### config.mk
export PLATFORM = sky130hd
export DESIGN_NAME = uart_cmd_controller_flat
export DESIGN_NICKNAME = d
export VERILOG_FILES = /design/src/rtl/uart_cmd_controller_if.sv /design/src/rtl/uart_cmd_controller.sv /design/src/flat_wrapper.sv
export SDC_FILE = /design/constraint.sdc
export NUM_CORES = 1
export LEC_CHECK = 0
export ABC_AREA = 1
export BUFFER_PORTS_ARGS = -buffer_cell sky130_fd_sc_hd__clkbuf_2
export CELL_PAD_IN_SITES_DETAIL_PLACEMENT = 2
export CELL_PAD_IN_SITES_GLOBAL_PLACEMENT = 2
export CORE_ASPECT_RATIO = 0.5
export CORE_MARGIN = 1.5
export CORE_UTILIZATION = 32
export DETAILED_ROUTE_END_ITERATION = 12
export PLACE_DENSITY_LB_ADDON = 0.1
export SLEW_MARGIN = 20
export SYNTH_ARGS = -nofsm -noshare
export SYNTH_HDL_FRONTEND = slang
export SYNTH_SLANG_ARGS = --single-unit
### constraint.sdc
create_clock -name i_clk -period 2.6 [get_ports i_clk]
set_input_delay 0.26 -clock i_clk [delete_from_list [all_inputs] [get_ports i_clk]]
set_output_delay 0.26 -clock i_clk [all_outputs]
set_load 0.02 [all_outputs]
### src/rtl/uart_cmd_controller_if.sv
// Handshake bundle between the command controller and its UART RX/TX and register file.
// The controller uses the master modport; the surrounding logic uses slave.
interface uart_cmd_controller_if #(
    parameter int DATA_WIDTH = 8,
    parameter int ADDR_WIDTH = 4
);
    logic [DATA_WIDTH-1:0] i_rx_data;
    logic                  i_rx_valid;
    logic [ADDR_WIDTH-1:0] o_rf_addr;
    logic [DATA_WIDTH-1:0] o_rf_wr_data;
    logic                  o_rf_wr_en;
    logic                  o_rf_rd_en;
    logic [DATA_WIDTH-1:0] i_rf_rd_data;
    logic                  i_rf_rd_valid;
    logic [DATA_WIDTH-1:0] o_tx_data;
    logic                  o_tx_valid;
    logic                  i_tx_busy;
    logic                  o_cmd_error;

    modport master (
        input  i_rx_data, i_rx_valid, i_rf_rd_data, i_rf_rd_valid, i_tx_busy,
        output o_rf_addr, o_rf_wr_data, o_rf_wr_en, o_rf_rd_en,
               o_tx_data, o_tx_valid, o_cmd_error
    );

    modport slave (
        output i_rx_data, i_rx_valid, i_rf_rd_data, i_rf_rd_valid, i_tx_busy,
        input  o_rf_addr, o_rf_wr_data, o_rf_wr_en, o_rf_rd_en,
               o_tx_data, o_tx_valid, o_cmd_error
    );
endinterface

### src/rtl/uart_cmd_controller.sv
// Parses UART byte frames into register-file writes/reads and returns read data to UART TX.
//   state   | meaning
//   IDLE    | waiting for an opcode byte
//   WR_ADDR | write frame, waiting for address byte
//   WR_DATA | write frame, waiting for data byte
//   RD_ADDR | read frame, waiting for address byte
//   RD_WAIT | read strobe issued, waiting for register data
//   TX_SEND | holding read data on TX until the serializer takes it
module uart_cmd_controller #(
    parameter int                    DATA_WIDTH    = 8,
    parameter int                    ADDR_WIDTH    = 4,
    parameter logic [DATA_WIDTH-1:0] WR_CMD        = 8'hAA,
    parameter logic [DATA_WIDTH-1:0] RD_CMD        = 8'hBB,
    parameter int                    FRAME_TIMEOUT = 1023,
    parameter int                    RD_TIMEOUT    = 15
) (
    input  logic                   i_clk,
    input  logic                   i_rst_n,
    uart_cmd_controller_if.master  bus
);
    localparam int TMAX = (FRAME_TIMEOUT > RD_TIMEOUT) ? FRAME_TIMEOUT : RD_TIMEOUT;
    localparam int CW   = $clog2(TMAX + 1);
    localparam logic [CW-1:0] FRAME_TC = CW'(FRAME_TIMEOUT);
    localparam logic [CW-1:0] RD_TC    = CW'(RD_TIMEOUT);

    typedef enum logic [2:0] {
        IDLE, WR_ADDR, WR_DATA, RD_ADDR, RD_WAIT, TX_SEND
    } state_t;

    state_t          state;
    logic [CW-1:0]   cnt;

    always_ff @(posedge i_clk or negedge i_rst_n) begin
        if (!i_rst_n) begin
            state            <= IDLE;
            cnt              <= '0;
            bus.o_rf_addr    <= '0;
            bus.o_rf_wr_data <= '0;
            bus.o_rf_wr_en   <= 1'b0;
            bus.o_rf_rd_en   <= 1'b0;
            bus.o_tx_data    <= '0;
            bus.o_tx_valid   <= 1'b0;
            bus.o_cmd_error  <= 1'b0;
        end else begin
            bus.o_rf_wr_en  <= 1'b0;
            bus.o_rf_rd_en  <= 1'b0;
            bus.o_cmd_error <= 1'b0;
            case (state)
                IDLE: begin
                    cnt <= '0;
                    if (bus.i_rx_valid) begin
                        if (bus.i_rx_data == WR_CMD)      state <= WR_ADDR;
                        else if (bus.i_rx_data == RD_CMD) state <= RD_ADDR;
                        else                              bus.o_cmd_error <= 1'b1;
                    end
                end
                WR_ADDR, RD_ADDR: begin
                    // Expiry takes priority over a byte arriving in the same cycle.
                    if (cnt == FRAME_TC) begin
                        bus.o_cmd_error <= 1'b1;
                        state           <= IDLE;
                        cnt             <= '0;
                    end else if (bus.i_rx_valid) begin
                        bus.o_rf_addr <= bus.i_rx_data[ADDR_WIDTH-1:0];
                        cnt           <= '0;
                        if (state == WR_ADDR) begin
                            state <= WR_DATA;
                        end else begin
                            bus.o_rf_rd_en <= 1'b1;
                            state          <= RD_WAIT;
                        end
                    end else begin
                        cnt <= cnt + 1'b1;
                    end
                end
                WR_DATA: begin
                    if (cnt == FRAME_TC) begin
                        bus.o_cmd_error <= 1'b1;
                        state           <= IDLE;
                        cnt             <= '0;
                    end else if (bus.i_rx_valid) begin
                        bus.o_rf_wr_data <= bus.i_rx_data;
                        bus.o_rf_wr_en   <= 1'b1;
                        state            <= IDLE;
                        cnt              <= '0;
                    end else begin
                        cnt <= cnt + 1'b1;
                    end
                end
                RD_WAIT: begin
                    if (bus.i_rx_valid) bus.o_cmd_error <= 1'b1;
                    if (cnt == RD_TC) begin
                        bus.o_cmd_error <= 1'b1;
                        state           <= IDLE;
                        cnt             <= '0;
                    end else if (bus.i_rf_rd_valid) begin
                        bus.o_tx_data  <= bus.i_rf_rd_data;
                        bus.o_tx_valid <= 1'b1;
                        state          <= TX_SEND;
                        cnt            <= '0;
                    end else begin
                        cnt <= cnt + 1'b1;
                    end
                end
                TX_SEND: begin
                    cnt <= '0;
                    if (bus.i_rx_valid) bus.o_cmd_error <= 1'b1;
                    if (!bus.i_tx_busy) begin
                        bus.o_tx_valid <= 1'b0;
                        state          <= IDLE;
                    end
                end
                default: begin
                    state <= IDLE;
                    cnt   <= '0;
                end
            endcase
        end
    end
endmodule

### src/flat_wrapper.sv
// flat-port wrapper written by rule: the top's interface ports become plain ports
module uart_cmd_controller_flat 
#(
    parameter int                    DATA_WIDTH    = 8,
    parameter int                    ADDR_WIDTH    = 4,
    parameter logic [DATA_WIDTH-1:0] WR_CMD        = 8'hAA,
    parameter logic [DATA_WIDTH-1:0] RD_CMD        = 8'hBB,
    parameter int                    FRAME_TIMEOUT = 1023,
    parameter int                    RD_TIMEOUT    = 15
)
  (i_clk, i_rst_n, bus_i_rx_data, bus_i_rx_valid, bus_i_rf_rd_data, bus_i_rf_rd_valid, bus_i_tx_busy, bus_o_rf_addr, bus_o_rf_wr_data, bus_o_rf_wr_en, bus_o_rf_rd_en, bus_o_tx_data, bus_o_tx_valid, bus_o_cmd_error);
  uart_cmd_controller_if #(.DATA_WIDTH(DATA_WIDTH), .ADDR_WIDTH(ADDR_WIDTH)) bus_i ();
  input  logic i_clk;
  input  logic i_rst_n;
  input wire logic [$bits(bus_i.i_rx_data)-1:0] bus_i_rx_data;
  input wire logic [$bits(bus_i.i_rx_valid)-1:0] bus_i_rx_valid;
  input wire logic [$bits(bus_i.i_rf_rd_data)-1:0] bus_i_rf_rd_data;
  input wire logic [$bits(bus_i.i_rf_rd_valid)-1:0] bus_i_rf_rd_valid;
  input wire logic [$bits(bus_i.i_tx_busy)-1:0] bus_i_tx_busy;
  output wire logic [$bits(bus_i.o_rf_addr)-1:0] bus_o_rf_addr;
  output wire logic [$bits(bus_i.o_rf_wr_data)-1:0] bus_o_rf_wr_data;
  output wire logic [$bits(bus_i.o_rf_wr_en)-1:0] bus_o_rf_wr_en;
  output wire logic [$bits(bus_i.o_rf_rd_en)-1:0] bus_o_rf_rd_en;
  output wire logic [$bits(bus_i.o_tx_data)-1:0] bus_o_tx_data;
  output wire logic [$bits(bus_i.o_tx_valid)-1:0] bus_o_tx_valid;
  output wire logic [$bits(bus_i.o_cmd_error)-1:0] bus_o_cmd_error;
  assign bus_i.i_rx_data = bus_i_rx_data;
  assign bus_i.i_rx_valid = bus_i_rx_valid;
  assign bus_i.i_rf_rd_data = bus_i_rf_rd_data;
  assign bus_i.i_rf_rd_valid = bus_i_rf_rd_valid;
  assign bus_i.i_tx_busy = bus_i_tx_busy;
  assign bus_o_rf_addr = bus_i.o_rf_addr;
  assign bus_o_rf_wr_data = bus_i.o_rf_wr_data;
  assign bus_o_rf_wr_en = bus_i.o_rf_wr_en;
  assign bus_o_rf_rd_en = bus_i.o_rf_rd_en;
  assign bus_o_tx_data = bus_i.o_tx_data;
  assign bus_o_tx_valid = bus_i.o_tx_valid;
  assign bus_o_cmd_error = bus_i.o_cmd_error;
  uart_cmd_controller #(.DATA_WIDTH(DATA_WIDTH), .ADDR_WIDTH(ADDR_WIDTH), .WR_CMD(WR_CMD), .RD_CMD(RD_CMD), .FRAME_TIMEOUT(FRAME_TIMEOUT), .RD_TIMEOUT(RD_TIMEOUT)) u_core (.i_clk(i_clk), .i_rst_n(i_rst_n), .bus(bus_i));
endmodule
==> impl_metrics.ini <==
[layout]
fill_cells = 589
drive_gt1_frac = 0.274
antenna_cells = 0
areaGrowthSynthToFinish_pct = 23.3
stdcell_count = 329
seqCellArea_um2 = 926
final_util = 0.424
fin_area_um2 = 2170
fin_nets = 280
multi_input_area_um2 = 737

[run]
cap_violations = 0

[clock_tree]
cts_root_buffer = clkbuf_8
clk_path_buf_depth = 2
clk_latency_ns = 0.29
cts_buffers = 5
htreeDepth = 2
post_cts_buffers = 0
cts_hold_buf = 0
cts.clk_slew.worst_paths_ns = 0.08
cts_resized = 0
cts_tree = yes
cts.sinks = 37

[setup_path]
cp-start-kind = register
cp_num_cells = 8
cp_data_arrival_time_ns = 1.90
crit_path_max_fanout = 15
required_ns = 2.79
worstPathCellList = ha_1 > nand3_2 > nor2_4 > nand2_2 > nand3_2 > inv_1 > nand2_1 > nand2_1
slowest_stage = dfrtp_1
cp_slowest_stage_delay_ns = 0.38
rr_worst_depth = 8
critPathKind = reg2reg
crit_family = simple AND/OR/NAND/NOR gates
endpoint_kind = register
path_buf_inv = 1

[logic_synthesis]
synth_nets = 231
async_reset_ff_frac = 1.00
synth_warnings = 0
synth_ff_type = dfrtp_1
synthTopCellsByCount = nand2_1, dfrtp_1, inv_1
ys_ff_latch = 37
syn_avg_cell_area_um2 = 8.41
netlist_instances = 209
ys_top_cells_by_area = dfrtp_1, nand2_1, inv_1
synth_top_area_cell = dfrtp_1
synth_cell_type_count = 28
syn_area_um2 = 1760
synth_edf_count = 0
synth_top_cell_area_share = 0.527
ys_seq_area_frac = 0.527
yosysMostFrequentCell = nand2_1

[route]
ant_nets = 0
drt_iter0_markers = 27
viasPerCell = 4.75
wl_per_cell_um = 14.8
firstDrtPassIters = 4
vias = 1562
drc_errors = 0
drt_wl_total_um = 4880

[global_route]
track_usage = 0.186
grt_antenna_before_repair = 0
gr-total-overflow = 0
grt_max_degree = 38
grt_pass1_wl_um = 8580
grt_pass1_vias = 1737

[power]
pwr-share-clk = 0.226
power_switching_mw = 1.00
pwr-share-comb = 0.384
p_per_area_nw_per_um2 = 1110
power.leakage_nw = 1.19
power_frac_seq = 0.390
p_int_mw = 1.39
vdd_drop_max_uv = 424
sw_frac_of_total = 0.419

[floorplanning]
die_w_um = 108
die_h_um = 55.4
io_pins = 45
die_area_um2 = 5970
rows = 18
initial_core_util = 0.344
core_region_area_um2 = 5110

[sta]
finalHoldViolCount = 0
clock.fmax_mhz = 586
tns_ns = 0
skew_ns = 0.0104
finalCritPeriodShare = 0.657
slew_violations = 0
holdWs_ns = 0.101
rsz0062_at_grt = no
worst_slew_margin_rel = 0.345
tightest_slew_ns = 0.982
setup_violations = 0
post-route-min-period_ns = 1.71

[placement]
dp_hpwl_um = 3740
dp_cells = 321
place_area_um2 = 2050
port_buffers = 44
gp_congestion = 0.761

[min_path]
min_path_type = in2async

[run_status]
status = finished, final reports clean
-- stage by stage --
stage | power (mW) | setup slack, ns
2_1_floorplan | 1.54 | 1.22
3_3_place_gp | 1.84 | 0.946
3_5_place_dp | 1.88 | 0.844
4_1_cts | 2.43 | 0.842
5_1_grt | 2.58 | 0.702
6_report | 2.40 | 0.892
-- final timing paths --
| path | from | to | slack [ns] |
|---|---|---|---|
| max | u_core.cnt[0] | u_core.bus.o_rf_wr_data[5] | 0.89 |
| min | i_rst_n | u_core.bus.o_rf_wr_data[2] | 0.10 |
| max reg2reg | u_core.cnt[0] | u_core.bus.o_rf_wr_data[5] | 0.89 |
| min reg2reg | u_core.cnt[0] | u_core.cnt[0] | 0.48 |
| max in group asynchronous | i_rst_n | u_core.cnt[9] | 1.87 |
| min in group i_clk | bus_i_rf_rd_data[3] | u_core.bus.o_tx_data[3] | 0.16 |
-- layout make-up --
class                      count  share of cell area
clock buffer                   6              0.0381
clock inverter                 2              0.0173
inverter                      20              0.0347
multi-input combinational    150               0.340
sequential                    37               0.427
tap                           70              0.0404
timing repair buffer          44               0.102
-- state kept, by name (all words and copies together), names as in the netlist --
name	flops
u_core.bus.o_cmd_error	1
u_core.bus.o_rf_addr	4
u_core.bus.o_rf_wr_en	1
u_core.bus.o_rf_rd_en	1
u_core.state	3
u_core.bus.o_rf_wr_data	8
u_core.bus.o_tx_valid	1
u_core.cnt	10
u_core.bus.o_tx_data	8
-- layer usage --
layer / GRT usage / part of all wire / vias up
li1: - / - / 759
met1: 0.243 / 0.48 / 774
met2: 0.305 / 0.48 / 27
met3: 0.0614 / 0.045 / 2
met4: 0.0338 / 0.0025 / 0
met5: 0 / 0 / -
-- power by group through the flow --
stage          sequential, mW  combinational [mW]  clock (mW)
6_report                0.934               0.921       0.541
5_1_grt                 0.966                1.03       0.579
4_1_cts                 0.939               0.942       0.553
3_5_place_dp            0.941               0.940           0
3_3_place_gp            0.936               0.902           0
2_1_floorplan            1.11               0.428           0
-- placed cells by master (no fill, tap or decap) --
| master | n |
|---|---|
| o21ai_1 | 4 |
| o21ai_2 | 3 |
| nand2_2 | 2 |
| nor2_2 | 5 |
| o21ai_0 | 6 |
| inv_2 | 2 |
| inv_1 | 18 |
| clkbuf_8 | 6 |
| nand4_1 | 3 |
| nor2_1 | 17 |
| nor2_4 | 3 |
| nand3_1 | 10 |
| bufinv_16 | 1 |
| nand2_1 | 74 |
| a21oi_1 | 2 |
| nand3b_1 | 1 |
| dfrtp_1 | 37 |
| nor2b_1 | 2 |
| a31o_2 | 1 |
| clkinvlp_4 | 1 |
| and2_1 | 3 |
| nor3_1 | 2 |
| xor2_1 | 4 |
| clkbuf_2 | 44 |
| o22ai_1 | 1 |
| a31oi_1 | 1 |
| nand3_2 | 3 |
| a21boi_0 | 1 |
| o31ai_1 | 1 |
| ha_1 | 1 |
-- kinds of logic (layout without fill, tap and decap cells) --
family	after synthesis	after routing	share of synthesized area
AOI/OAI and AO/OA	20	20	0.0698
xor gates and xnor gates	4	4	0.0199
adders and majority gates	1	1	0.00712
buffers and inverters	22	72	0.0534
DFF	37	37	0.527
and+or+nand+nor	125	125	0.323
Power figures use the tool's default switching activity.
